## config.mk

```make
export PLATFORM = sky130hd
export DESIGN_NAME = clock_mode_ctrl_flat
export DESIGN_NICKNAME = d
export VERILOG_FILES = /design/src/rtl/clock_mode_if.sv /design/src/rtl/clock_mode_ctrl.sv /design/src/flat_wrapper.sv
export SDC_FILE = /design/constraint.sdc
export NUM_CORES = 1
export LEC_CHECK = 0
export BUFFER_PORTS_ARGS = -buffer_cell sky130_fd_sc_hd__buf_4
export CORE_MARGIN = 3
export CORE_UTILIZATION = 45
export CTS_CLUSTER_DIAMETER = 150
export DETAILED_ROUTE_END_ITERATION = 12
export SLEW_MARGIN = 15
export SYNTH_ARGS = -nofsm -noshare
export SYNTH_HDL_FRONTEND = slang
export SYNTH_SLANG_ARGS = --single-unit
```

## constraint.sdc

```tcl
create_clock -name clk -period 4.35 [get_ports clk]
set_input_delay 0.435 -clock clk [delete_from_list [all_inputs] [get_ports clk]]
set_output_delay 0.435 -clock clk [all_outputs]
set_load 0.005 [all_outputs]
```

## src/rtl/clock_mode_if.sv

```systemverilog
// Key inputs and control outputs shared by the clock mode sequencer and its surroundings.
// master drives the keys and switch; slave is the sequencer.
interface clock_mode_if;
    logic       key_mode;
    logic       key_sel;
    logic       key_inc;
    logic       sw_start;
    logic [1:0] disp_sel;
    logic [1:0] edit_field;
    logic       inc_pulse;
    logic       time_load;
    logic       alarm_load;
    logic       blink;

    modport master (
        output key_mode, key_sel, key_inc, sw_start,
        input  disp_sel, edit_field, inc_pulse, time_load, alarm_load, blink
    );

    modport slave (
        input  key_mode, key_sel, key_inc, sw_start,
        output disp_sel, edit_field, inc_pulse, time_load, alarm_load, blink
    );
endinterface

```

## src/rtl/clock_mode_ctrl.sv

```systemverilog
// Digital clock mode sequencer: debounces the mode/sel/inc keys and the stopwatch
// switch, steps RUN/SET_TIME/SET_ALARM/STOPWATCH and drives display, edit and blink controls.
module clock_mode_ctrl #(
    parameter logic [19:0] DEBOUNCE_CYC = 20'd500000,
    parameter logic [23:0] BLINK_CYC    = 24'd6000000
) (
    input  logic            clk,
    input  logic            rst_n,
    clock_mode_if.slave     bus
);

    typedef enum logic [1:0] {
        RUN       = 2'd0,
        SET_TIME  = 2'd1,
        SET_ALARM = 2'd2,
        STOPWATCH = 2'd3
    } state_t;

    // Channel index: 0 mode, 1 sel, 2 inc, 3 stopwatch switch
    logic [3:0]  raw;
    logic [3:0]  sync1_q, sync2_q;
    logic [3:0]  acc_q, acc_d;
    logic [19:0] cnt_q [4];
    logic [19:0] cnt_d [4];
    logic [2:0]  ev_q, ev_d;

    state_t      state_q, state_d;
    logic [1:0]  disp_sel_q, disp_sel_d;
    logic [1:0]  edit_field_q, edit_field_d;
    logic        inc_pulse_q, inc_pulse_d;
    logic        time_load_q, time_load_d;
    logic        alarm_load_q, alarm_load_d;
    logic        blink_q, blink_d;
    logic [23:0] blink_cnt_q, blink_cnt_d;

    logic        sw_hold;
    logic        in_set_q;
    logic        in_set_d;
    logic        restart;

    assign raw      = {bus.sw_start, bus.key_inc, bus.key_sel, bus.key_mode};
    assign sw_hold  = acc_q[3];
    assign in_set_q = (state_q == SET_TIME) || (state_q == SET_ALARM);
    assign in_set_d = (state_d == SET_TIME) || (state_d == SET_ALARM);

    // The counter only runs while the synced level disagrees with the accepted one.
    always_comb begin
        for (int i = 0; i < 4; i++) begin
            cnt_d[i] = '0;
            acc_d[i] = acc_q[i];
            if (sync2_q[i] != acc_q[i]) begin
                if (cnt_q[i] == DEBOUNCE_CYC - 20'd1) begin
                    acc_d[i] = sync2_q[i];
                end else begin
                    cnt_d[i] = cnt_q[i] + 20'd1;
                end
            end
        end
        ev_d = acc_d[2:0] & ~acc_q[2:0];
    end

    always_comb begin
        state_d      = state_q;
        edit_field_d = edit_field_q;
        inc_pulse_d  = 1'b0;
        time_load_d  = 1'b0;
        alarm_load_d = 1'b0;
        restart      = 1'b0;

        if (!sw_hold) begin
            if (ev_q[0]) begin
                case (state_q)
                    RUN: begin
                        state_d      = SET_TIME;
                        edit_field_d = 2'd3;
                    end
                    SET_TIME: begin
                        state_d      = SET_ALARM;
                        edit_field_d = 2'd3;
                        time_load_d  = 1'b1;
                    end
                    SET_ALARM: begin
                        state_d      = STOPWATCH;
                        edit_field_d = 2'd0;
                        alarm_load_d = 1'b1;
                    end
                    default: begin
                        state_d      = RUN;
                        edit_field_d = 2'd0;
                    end
                endcase
                restart = in_set_d;
            end else if (in_set_q && ev_q[1]) begin
                edit_field_d = (edit_field_q == 2'd1) ? 2'd3 : edit_field_q - 2'd1;
                restart      = 1'b1;
            end else if (in_set_q && ev_q[2]) begin
                inc_pulse_d = 1'b1;
                restart     = 1'b1;
            end
        end

        disp_sel_d = sw_hold ? 2'd3 : state_d;

        // Blink restarts visible whenever the user touches the edited field.
        blink_cnt_d = '0;
        blink_d     = 1'b0;
        if (in_set_d) begin
            if (restart) begin
                blink_d = 1'b1;
            end else if (blink_cnt_q == BLINK_CYC - 24'd1) begin
                blink_d = ~blink_q;
            end else begin
                blink_d     = blink_q;
                blink_cnt_d = blink_cnt_q + 24'd1;
            end
        end
    end

    always_ff @(posedge clk or negedge rst_n) begin
        if (!rst_n) begin
            sync1_q      <= '0;
            sync2_q      <= '0;
            acc_q        <= '0;
            ev_q         <= '0;
            for (int i = 0; i < 4; i++) cnt_q[i] <= '0;
            state_q      <= RUN;
            disp_sel_q   <= '0;
            edit_field_q <= '0;
            inc_pulse_q  <= 1'b0;
            time_load_q  <= 1'b0;
            alarm_load_q <= 1'b0;
            blink_q      <= 1'b0;
            blink_cnt_q  <= '0;
        end else begin
            sync1_q      <= raw;
            sync2_q      <= sync1_q;
            acc_q        <= acc_d;
            ev_q         <= ev_d;
            for (int i = 0; i < 4; i++) cnt_q[i] <= cnt_d[i];
            state_q      <= state_d;
            disp_sel_q   <= disp_sel_d;
            edit_field_q <= edit_field_d;
            inc_pulse_q  <= inc_pulse_d;
            time_load_q  <= time_load_d;
            alarm_load_q <= alarm_load_d;
            blink_q      <= blink_d;
            blink_cnt_q  <= blink_cnt_d;
        end
    end

    assign bus.disp_sel   = disp_sel_q;
    assign bus.edit_field = edit_field_q;
    assign bus.inc_pulse  = inc_pulse_q;
    assign bus.time_load  = time_load_q;
    assign bus.alarm_load = alarm_load_q;
    assign bus.blink      = blink_q;

endmodule
```

## src/flat_wrapper.sv

```systemverilog
// flat-port wrapper written by rule: the top's interface ports become plain ports
module clock_mode_ctrl_flat 
#(
    parameter logic [19:0] DEBOUNCE_CYC = 20'd500000,
    parameter logic [23:0] BLINK_CYC    = 24'd6000000
)
  (clk, rst_n, bus_key_mode, bus_key_sel, bus_key_inc, bus_sw_start, bus_disp_sel, bus_edit_field, bus_inc_pulse, bus_time_load, bus_alarm_load, bus_blink);
  clock_mode_if bus_i ();
  input  logic clk;
  input  logic rst_n;
  input wire logic [$bits(bus_i.key_mode)-1:0] bus_key_mode;
  input wire logic [$bits(bus_i.key_sel)-1:0] bus_key_sel;
  input wire logic [$bits(bus_i.key_inc)-1:0] bus_key_inc;
  input wire logic [$bits(bus_i.sw_start)-1:0] bus_sw_start;
  output wire logic [$bits(bus_i.disp_sel)-1:0] bus_disp_sel;
  output wire logic [$bits(bus_i.edit_field)-1:0] bus_edit_field;
  output wire logic [$bits(bus_i.inc_pulse)-1:0] bus_inc_pulse;
  output wire logic [$bits(bus_i.time_load)-1:0] bus_time_load;
  output wire logic [$bits(bus_i.alarm_load)-1:0] bus_alarm_load;
  output wire logic [$bits(bus_i.blink)-1:0] bus_blink;
  assign bus_i.key_mode = bus_key_mode;
  assign bus_i.key_sel = bus_key_sel;
  assign bus_i.key_inc = bus_key_inc;
  assign bus_i.sw_start = bus_sw_start;
  assign bus_disp_sel = bus_i.disp_sel;
  assign bus_edit_field = bus_i.edit_field;
  assign bus_inc_pulse = bus_i.inc_pulse;
  assign bus_time_load = bus_i.time_load;
  assign bus_alarm_load = bus_i.alarm_load;
  assign bus_blink = bus_i.blink;
  clock_mode_ctrl #(.DEBOUNCE_CYC(DEBOUNCE_CYC), .BLINK_CYC(BLINK_CYC)) u_core (.clk(clk), .rst_n(rst_n), .bus(bus_i));
endmodule
```

==> qor.txt, run 1 <==
status -> completed
clock buffer depth -> 2
clk sinks -> 129
CTS tree -> built
critical-path cell list -> and2b_1 -> mux2i_1 -> xor2_1 -> nand3_2 -> nor2_1
initial drt markers -> 261
placed insts -> 752
area delta synth->final -> 15.00%
die area -> 14730 sq um
Max Cap Violations -> 0
starting density of the core -> 0.4669
initial antenna violation count -> 0
DP HPWL -> 6.820 mm
Max Freq -> 448.1 MHz
critical path's slowest cell -> dfrtp_1
syn avg cell area -> 10.34 sq um
yosys warns -> 0
Tightest Pin Transition -> 805.7 ps
Antenna Cells -> 0
Fin Hold WS -> 116.6 ps
Top Usage Layer GRT -> met2
worst path arrival time -> 2560 ps
grt met2 use -> 0.2535
vias in the first global route -> 4072
max-slew violation count -> 0
P_int -> 2.305 mW
Switch Pwr -> 553.3 uW
Core ar. -> 12820 sq um
Largest delay share family, worst path -> simple AND/OR/NAND/NOR gates
Ports -> 14
drc violations -> 0
largest net degree at the start of global routing -> 46
Flop pwr share -> 0.429
Root Buffer -> clkbuf_16
sequential fraction of the synthesis area -> 0.5391
Max stage delay on crit path -> 480 ps
switching part of the total -> 0.1936
CP max FO -> 23
wire per inst -> 13.50 microns
Cell Pwr Density -> 415.1 nW/um^2
Buf/Inv on CP -> 0
post-CTS sizing -> 0
DR vias/cell -> 5.076
dominant synthesized flop cell -> dfrtp_1
grt ovf -> 0
clock slew seen by the registers of the worst setup and hold paths -> 60 ps
Synth Register Bits -> 129
clock insertion delay at the later pin of the skew report -> 420 ps
die height -> 121.4 microns
Die Wd -> 121.4 microns
Std-Cell Rows -> 41
share of the core filled with cells -> 0.5370
Final Setup Violations -> 0
Hold Path Class -> input port to flop
final hold violations -> 0
hold buffer count at cts -> 1
Post-Route WL -> 10.60 mm
static leakage -> 3.016 nW
Peak VDD IR -> 0.3193 mV
layout cells sized above 1 -> 0.09462
Yosys cell types -> 43
Post-Syn Instances -> 579
met3 usage -> 0.05455
Cell Count, Final, Fillers Out -> 785
Pwr Total -> 2.859 mW
Mapped Nets -> 594
H-Tree Depth -> 4
startpoint types -> flop
Nets -> 615
Crit Path Class -> flop to flop
EDFF count, synth -> 0
CP endpoint kind -> flop
Mapped Area -> 5988 sq um
Vias -> 3985
IO buf count -> 13
Setup TNS Final -> 0 ps
setup repair after global routing missed its margin -> false
Gate power share -> 0.020
ANT nets after route -> 0
minimum clock period -> 2231 ps
met1 Track Usage GR -> 0.2049
Worst slew margin -> 0.4587
worst clock skew -> 8.588 ps
postcts setup bufs -> 0
total global-route track usage -> 0.1612
Post-synth ARST share -> 1.000
Placer Congestion -> 0.7862
fin crit share -> 0.5130
Critical Path RT -> 4680 ps
first-pass GRT wire length -> 18.92 mm
clock power share -> 0.551
Pre-Repair DR Iteration Count -> 4
TritonCTS buffer count -> 17
## area by class of cell
type                            instances  area [sq um]
Fill cell                            1129          5938
Sequential cell                       129          3228
Multi-Input combinational cell        421          2600
Clock buffer                           23         488.0
Tap cell                              172         215.2
Clock inverter                          9         176.4
Timing Repair Buffer                   16         122.6
Inverter                               15         56.30
## worst paths after layout
kind	startpoint	endpoint	slack, ps	cells past startpoint
max	u_core.acc_q[3]$_DFFE_PN0P_	u_core.blink_cnt_q[2]$_DFF_PN0_	2120	5
min	bus_sw_start	u_core.sync1_q[3]$_DFF_PN0_	120	1
max reg2reg	u_core.acc_q[3]$_DFFE_PN0P_	u_core.blink_cnt_q[2]$_DFF_PN0_	2120	5
min reg2reg	u_core.sync1_q[2]$_DFF_PN0_	u_core.sync2_q[2]$_DFF_PN0_	350	0
max in group asynchronous	rst_n	u_core.bus.edit_field[1]$_DFFE_PN0P_	2850	3
min in group asynchronous	rst_n	u_core.cnt_q[11]$_DFF_PN0_	530	2
## cells in the final DEF (no fill, tap or decap), drive strengths merged, types with 3 or more instances in the layout
master	Yosys	final
nor2	128	128
nor4b	5	5
nor4	12	12
nor3b	4	4
inv	15	15
clkinv	0	3
ha	9	9
buf	10	15
xnor2	41	41
or2	4	4
xor2	59	59
and3	18	18
nand3	40	40
nand2	26	26
bufinv	0	5
dfrtp	129	129
and2	5	5
nand4	31	31
and4	5	5
mux2	5	5
clkbuf	4	23
nor3	7	7
## synthesized netlist by cell type, types with 7 or more instances
cell | n | area [sq um]
dfrtp_1 | 129 | 3228
nor2_1 | 128 | 480.5
xor2_1 | 59 | 516.8
xnor2_1 | 41 | 359.1
nand3_1 | 39 | 195.2
nand4_1 | 31 | 193.9
nand2_1 | 26 | 97.59
and3_1 | 18 | 112.6
inv_1 | 15 | 56.30
nor4_1 | 10 | 62.56
ha_1 | 9 | 112.6
nor3_1 | 7 | 35.03
## power groups by stage
stage	registers, mW	logic [mW]	clock network (mW)
after floorplan	1.24	0.0302	0
after global placement	1.25	0.0589	0
after detailed placement	1.25	0.0598	0
after CTS	1.23	0.0611	1.61
after global routing	1.23	0.0688	1.68
final	1.23	0.0579	1.58
## per-layer routing
metal  vias to the layer above  wire (microns)  share of wire
li1                       1992               -              -
met1                      1936            5065           0.48
met2                        40            5014           0.47
met3                        17             357          0.034
met4                         0             157          0.015
met5                         -               0              0
## per-stage QoR
step / cell area [sq um] / worst slack (ps)
global route: 6887 / 1829
global placement: 6212 / 2217
floorplan: 5988 / 2588
detailed placement: 6212 / 2110
CTS: 6887 / 2081
finish: 6887 / 2119
## sequential cells by signal, summed over array words and instances (netlist names)
| name | flops |
|---|---|
| u_core.blink_cnt_q | 24 |
| u_core.bus.disp_sel | 2 |
| u_core.bus.time_load | 1 |
| u_core.bus.edit_field | 2 |
| u_core.sync2_q | 4 |
| u_core.cnt_q | 80 |
| u_core.sync1_q | 4 |
| u_core.bus.blink | 1 |
| u_core.bus.alarm_load | 1 |
| u_core.bus.inc_pulse | 1 |
| u_core.state_q | 2 |
| u_core.acc_q | 4 |
| u_core.ev_q | 3 |
## cell families after synthesis
| logic type | count (synthesis) | synth area share |
|---|---|---|
| compound gates | 7 | 0.007941 |
| xor+xnor | 100 | 0.1463 |
| fa+ha+maj | 9 | 0.01881 |
| buf+inv | 29 | 0.02674 |
| flops | 129 | 0.5391 |
| mux | 6 | 0.01107 |
| simple gates | 299 | 0.2501 |
No activity file was read; power rests on OpenSTA's default activity.
==> inputs of run 2 (changes only) <==
==> constraint.sdc (replaced) <==
create_clock -name clk -period 1.88 [get_ports clk]
set_input_delay 0.188 -clock clk [delete_from_list [all_inputs] [get_ports clk]]
set_output_delay 0.188 -clock clk [all_outputs]
set_load 0.005 [all_outputs]
==> run 2 against run 1 <==
  * Sequential power rose by 130%
  * Clock power rose by 99%
  * Critical path depth rose by 2
  * Flip-flop and latch count did not move
  * Routed wire length fell by 0.34%
  * Design area rose by 2.8%
  * Total power rose by 120%
  * Combinational power rose to 2.7 times the previous value
  * Sequential share of layout area fell by 1.2 points
  * Critical endpoint is now u_core.blink_cnt_q[22]$_DFF_PN0_
==> qor.txt, run 2 (same netlist as run 1, synthesis figures left out) <==
status -> completed
Placer Congestion -> 0.8360 (+6.3%)
Ports -> 14 (unchanged)
Tightest Pin Transition -> 447.8 ps (-357.9 ps)
Antenna Cells -> 0 (unchanged)
initial drt markers -> 192 (-26%)
Pre-Repair DR Iteration Count -> 4 (unchanged)
grt ovf -> 0 (unchanged)
CP endpoint kind -> flop
wire per inst -> 13.10 microns (-2.9%)
Crit Path Class -> flop to flop
Root Buffer -> clkbuf_16
fin crit share -> 0.9321 (+0.4191)
final hold violations -> 0 (unchanged)
max-slew violation count -> 0 (unchanged)
Peak VDD IR -> 0.6624 mV (+110%)
Critical Path RT -> 2180 ps (-2500 ps)
Fin Hold WS -> 151.9 ps (+35.36 ps)
startpoint types -> flop
area delta synth->final -> 18.18%
Worst Reg2Reg Path Length in Cells -> 7 (+2)
Switch Pwr -> 1.219 mW (+120%)
ANT nets after route -> 0 (unchanged)
reg2reg setup slack -> 130 ps (-1990 ps)
biggest regs -> u_core.cnt_q: 80 flops, u_core.blink_cnt_q: 24 flops
switching part of the total -> 0.1982 (+0.004619)
Vias -> 4107 (+3.1%)
Hold Path Class -> input port to asynchronous set/reset pin
CP max FO -> 23 (unchanged)
Flop pwr share -> 0.461 (+0.032)
share of the core filled with cells -> 0.5518 (+0.01483)
Nets -> 638 (+3.7%)
starting density of the core -> 0.4669 (unchanged)
clock power share -> 0.513 (-0.038)
Post-Route WL -> 10.56 mm (-0.34%)
worst path arrival time -> 2050 ps (-510 ps)
TritonCTS buffer count -> 17 (unchanged)
Worst slew margin -> 0.7015 (+0.2428)
Std-Cell Rows -> 41 (unchanged)
initial antenna violation count -> 0 (unchanged)
drc violations -> 0 (unchanged)
CTS tree -> built
Max Freq -> 570.7 MHz (+27%)
Cell Count, Final, Fillers Out -> 806 (+2.7%)
static leakage -> 3.104 nW (+2.9%)
Setup TNS Final -> 0 ps (unchanged)
Gate power share -> 0.026 (+0.006)
Core ar. -> 12820 sq um (unchanged)
DR vias/cell -> 5.096 (+0.38%)
Max Cap Violations -> 0 (unchanged)
P_int -> 4.931 mW (+110%)
worst setup path endpoint -> u_core.blink_cnt_q[22]$_DFF_PN0_
largest net degree at the start of global routing -> 84 (+83%)
reg2reg start -> u_core.state_q[1]$_DFF_PN0_
clock slew seen by the registers of the worst setup and hold paths -> 50 ps (about the same)
commonest non-fill, non-tap cell in the layout -> dfrtp_1
total global-route track usage -> 0.1582 (-0.002954)
Critical Path Start -> u_core.state_q[1]$_DFF_PN0_
IO buf count -> 13 (unchanged)
layout cells sized above 1 -> 0.1341 (+0.03945)
Die Wd -> 121.4 microns (unchanged)
die height -> 121.4 microns (unchanged)
Cell Pwr Density -> 869.0 nW/um^2 (+110%)
vias in the first global route -> 4105 (+0.81%)
H-Tree Depth -> 4 (unchanged)
Critical R2R Capture -> u_core.blink_cnt_q[22]$_DFF_PN0_
die area -> 14730 sq um (unchanged)
Top reg by flops -> u_core.cnt_q
minimum clock period -> 1752 ps (-479.2 ps)
clock insertion delay at the later pin of the skew report -> 410 ps (about the same)
clock buffer depth -> 2 (unchanged)
Final Setup Violations -> 0 (unchanged)
clk sinks -> 129 (unchanged)
placed insts -> 771 (+2.5%)
most frequent cells in the layout -> 128 x dfrtp_1, 125 x nor2_1, 58 x xor2_1
DP HPWL -> 7.096 mm (+4.1%)
max reg flops -> 80 (unchanged)
postcts setup bufs -> 0 (unchanged)
setup repair after global routing missed its margin -> true
first-pass GRT wire length -> 18.57 mm (-1.8%)
worst clock skew -> 6.122 ps (-2.466 ps)
[run 2: layout make-up]
cell class | instances | area (sq um)
fillers | 1141 | 5748
flip-flops and latches | 129 | 3229
multi-input cells | 421 | 2661
clock buffers | 24 | 491.7
repair buffers | 39 | 342.8
well taps | 172 | 215.2
clock inverters | 6 | 80.08
inverters | 15 | 56.30
[run 2: per-stage QoR]
stage	setup slack [ps]	area [sq um]	power, mW
detailed placement	47.05	6392	3.039
floorplan	118.3	5988	2.948
global placement	96.74	6392	3.034
CTS	42.04	7014	6.244
finish	127.7	7077	6.150
global route	-14.05	7077	6.402
[run 2: repair_timing]
| item | 4_1_cts | 5_1_grt |
|---|---|---|
| hold buffers | 5 | 0 |
| endpoints found under the setup margin | 0 | 68 |
| endpoints found under the hold margin | 133 | 0 |
| gates resized for setup | 0 | 14 |
[run 2: worst max-delay path, cell delays in order, from the launching register on]
cell     delay (ps)
dfrtp_2         410
inv_1            70
ha_1            380
nor2_1           60
or3_1           370
nand3_2         120
buf_12          160
nor2_1           60
[run 2: power by group through the flow]
stage	logic [mW]	clock network (mW)	registers [mW]
2_1_floorplan	0.0700	0	2.88
3_3_place_gp	0.152	0	2.88
3_5_place_dp	0.156	0	2.88
4_1_cts	0.165	3.24	2.84
5_1_grt	0.185	3.38	2.84
6_report	0.158	3.15	2.84
[run 2: how the worst min path moves through the flow]
stage | cells after the start | start | slack [ps] | endpoint
floorplan | 0 | rst_n | -110 | u_core.acc_q[0]$_DFF_PN0_
global placement | 1 | rst_n | 40 | u_core.cnt_q[14]$_DFF_PN0_
detailed placement | 1 | rst_n | 40 | u_core.cnt_q[14]$_DFF_PN0_
CTS | 2 | rst_n | 140 | u_core.cnt_q[13]$_DFF_PN0_
global route | 2 | rst_n | 150 | u_core.cnt_q[16]$_DFF_PN0_
finish | 2 | rst_n | 150 | u_core.cnt_q[13]$_DFF_PN0_
[run 2: per-layer routing]
metal	track usage	share of wire	vias to the layer above
li1	-	-	2038
met1	0.1938	0.46	2017
met2	0.2625	0.50	40
met3	0.04615	0.026	12
met4	0.06373	0.012	0
met5	0	0	-
==> inputs of run 3 (changes only) <==
==> constraint.sdc (replaced) <==
create_clock -name clk -period 1.88 [get_ports clk]
set_input_delay 0.282 -clock clk [delete_from_list [all_inputs] [get_ports clk]]
set_output_delay 0.282 -clock clk [all_outputs]
set_load 0.005 [all_outputs]
==> run 3 against run 2 <==
  * Clock power increased by 11%
  * Non-clock buffer count increased by 2
  * Clock skew is essentially flat
  * Combinational power increased by 6%
  * Core utilization is 1.1 points higher
  * First-iteration DRC count is 49% higher
  * Largest power group unchanged
  * Total power grew 5.8%
  * Sequential share of layout area shrank 0.93 points
  * Sequential power barely moved
==> qor.txt, run 3 (same netlist as run 1, synthesis figures left out) <==
max reg flops -> 80 (unchanged)
Placer Congestion -> 0.8105 (-3.1%)
Root Buffer -> clkbuf_16
area occupied by multi-input gates -> 2689 sq um (+1.0%)
static leakage -> 3.169 nW (+2.1%)
die height -> 121.4 microns (unchanged)
Critical Path RT -> 2170 ps (about the same)
DP HPWL -> 7.078 mm (-0.25%)
ANT nets after route -> 0 (unchanged)
Antenna Cells -> 0 (unchanged)
Hold Path Class -> flop to flop
fin crit share -> 0.9495 (+0.01742)
top sig layer -> met4
area delta synth->final -> 20.60%
max-slew violation count -> 0 (unchanged)
Buf/Inv on CP -> 1 (-1)
register area -> 3228 sq um (about the same)
Pre-Repair DR Iteration Count -> 5 (+1)
Pwr Total -> 6.505 mW (+5.8%)
Tightest Pin Transition -> 411.1 ps (-36.70 ps)
Worst slew margin -> 0.7234 (+0.02194)
Worst path most repeated cell -> nand4_1
Crit Path Class -> flop to flop
Final Setup Violations -> 0 (unchanged)
Ports -> 14 (unchanged)
starting density of the core -> 0.4669 (unchanged)
Peak VDD IR -> 0.8373 mV (+26%)
Setup TNS Final -> 0 ps (unchanged)
critical-path cell list -> ha_4 -> nand4_1 -> nor4_2 -> nand4_1 -> nand2_2 -> buf_12 -> nor2_1
biggest regs -> u_core.cnt_q: 80 flops, u_core.blink_cnt_q: 24 flops
grt ovf -> 0 (unchanged)
Nets -> 640 (+0.31%)
Core ar. -> 12820 sq um (unchanged)
Max Freq -> 560.2 MHz (-1.8%)
final instance area -> 7222 sq um (+2.1%)
total global-route track usage -> 0.1626 (+0.004348)
Max stage delay on crit path -> 400 ps (about the same)
wire per inst -> 13.42 microns (+2.5%)
WL met2 -> 5.299 mm (+0.66%)
fill count -> 1120 (-1.8%)
Largest delay share family, worst path -> simple AND/OR/NAND/NOR gates
Routed met3 length -> 344 microns (+25%)
vias in the first global route -> 4194 (+2.2%)
Std-Cell Rows -> 41 (unchanged)
Max Cap Violations -> 0 (unchanged)
worst clock skew -> 6.078 ps (-0.04438 ps)
clock slew seen by the registers of the worst setup and hold paths -> 50 ps (about the same)
clock insertion delay at the later pin of the skew report -> 410 ps (about the same)
IO buf count -> 13 (unchanged)
Die Wd -> 121.4 microns (unchanged)
most frequent cells in the layout -> 129 x dfrtp_1, 125 x nor2_1, 58 x xor2_1
area post-placement -> 6415 sq um (+0.35%)
status -> completed
CP max FO -> 19 (-17%)
largest net degree at the start of global routing -> 72 (-14%)
startpoint types -> flop
Top reg by flops -> u_core.cnt_q
minimum clock period -> 1785 ps (+32.75 ps)
layout cells sized above 1 -> 0.1489 (+0.01483)
critical path's slowest cell -> dfrtp_1
TritonCTS buffer count -> 17 (unchanged)
initial drt markers -> 287 (+49%)
Vias -> 4141 (+0.83%)
Post-Route WL -> 10.87 mm (+3.0%)
first-pass GRT wire length -> 19.18 mm (+3.2%)
initial antenna violation count -> 0 (unchanged)
clk sinks -> 129 (unchanged)
CP endpoint kind -> flop
drc violations -> 0 (unchanged)
H-Tree Depth -> 4 (unchanged)
CTS tree -> built
commonest non-fill, non-tap cell in the layout -> dfrtp_1
worst path arrival time -> 2080 ps (+30 ps)
final hold violations -> 0 (unchanged)
clock buffer depth -> 2 (unchanged)
DR vias/cell -> 5.112 (+0.33%)
Cell Pwr Density -> 900.7 nW/um^2 (+3.6%)
routed metal-1 wirelength -> 5.091 mm (+4.1%)
die area -> 14730 sq um (unchanged)
run 3: changes by cell type in the layout (fill, tap and decap cells not counted), sizes merged:
cell / delta
clkbuf: -3
buf: +2
bufinv: +2
clkinv: +2
clkinvlp: +1
run 3: cell type report:
type / instances / area share
flip-flops and latches: 129 / 0.4470
multi-input cells: 421 / 0.3723
clock buffers: 21 / 0.06653
repair buffers: 41 / 0.05475
well taps: 172 / 0.02980
clock inverters: 11 / 0.02183
inverters: 15 / 0.007796
run 3: worst paths after layout:
kind	depth (start not counted)	to	slack (ps)	start
worst max register to register	7	u_core.cnt_q[56]$_DFF_PN0_	90	u_core.cnt_q[41]$_DFF_PN0_
worst min-delay path	0	u_core.sync2_q[2]$_DFF_PN0_	350	u_core.sync1_q[2]$_DFF_PN0_
max in group asynchronous	3	u_core.cnt_q[31]$_DFF_PN0_	1120	rst_n
min in group asynchronous	3	u_core.cnt_q[13]$_DFF_PN0_	430	rst_n
worst min register to register	0	u_core.sync2_q[2]$_DFF_PN0_	350	u_core.sync1_q[2]$_DFF_PN0_
worst max-delay path	7	u_core.cnt_q[56]$_DFF_PN0_	90	u_core.cnt_q[41]$_DFF_PN0_
run 3: power breakdown:
part | internal (mW) | switching, mW
registers | 2.81 | 0.0285
logic | 0.0639 | 0.104
clock network | 2.34 | 1.16
run 3: what timing repair did:
action	CTS	global route
setup endpoints to repair	0	103
gates resized for setup	0	17
setup buffers	0	4
hold endpoints to repair	133	0
hold buffers	5	0
run 3: per-layer routing:
layer / vias to the layer above / global-route usage
met4: 0 / 0.06443
li1: 2043 / -
met5: - / 0
met1: 2036 / 0.2085
met2: 50 / 0.2580
met3: 12 / 0.04942
run 3: metrics by stage:
step | hold slack, ps | utilization | setup slack [ps] | cells
2_1_floorplan | -13.59 | - | 118.3 | 579
3_3_place_gp | 319.9 | 0.5002 | 108.4 | 769
3_5_place_dp | 320.9 | 0.5002 | 28.20 | 769
4_1_cts | 354.6 | 0.5539 | 24.44 | 806
5_1_grt | 362.5 | 0.5631 | -34.08 | 810
6_report | 352.7 | 0.5631 | 94.94 | 810
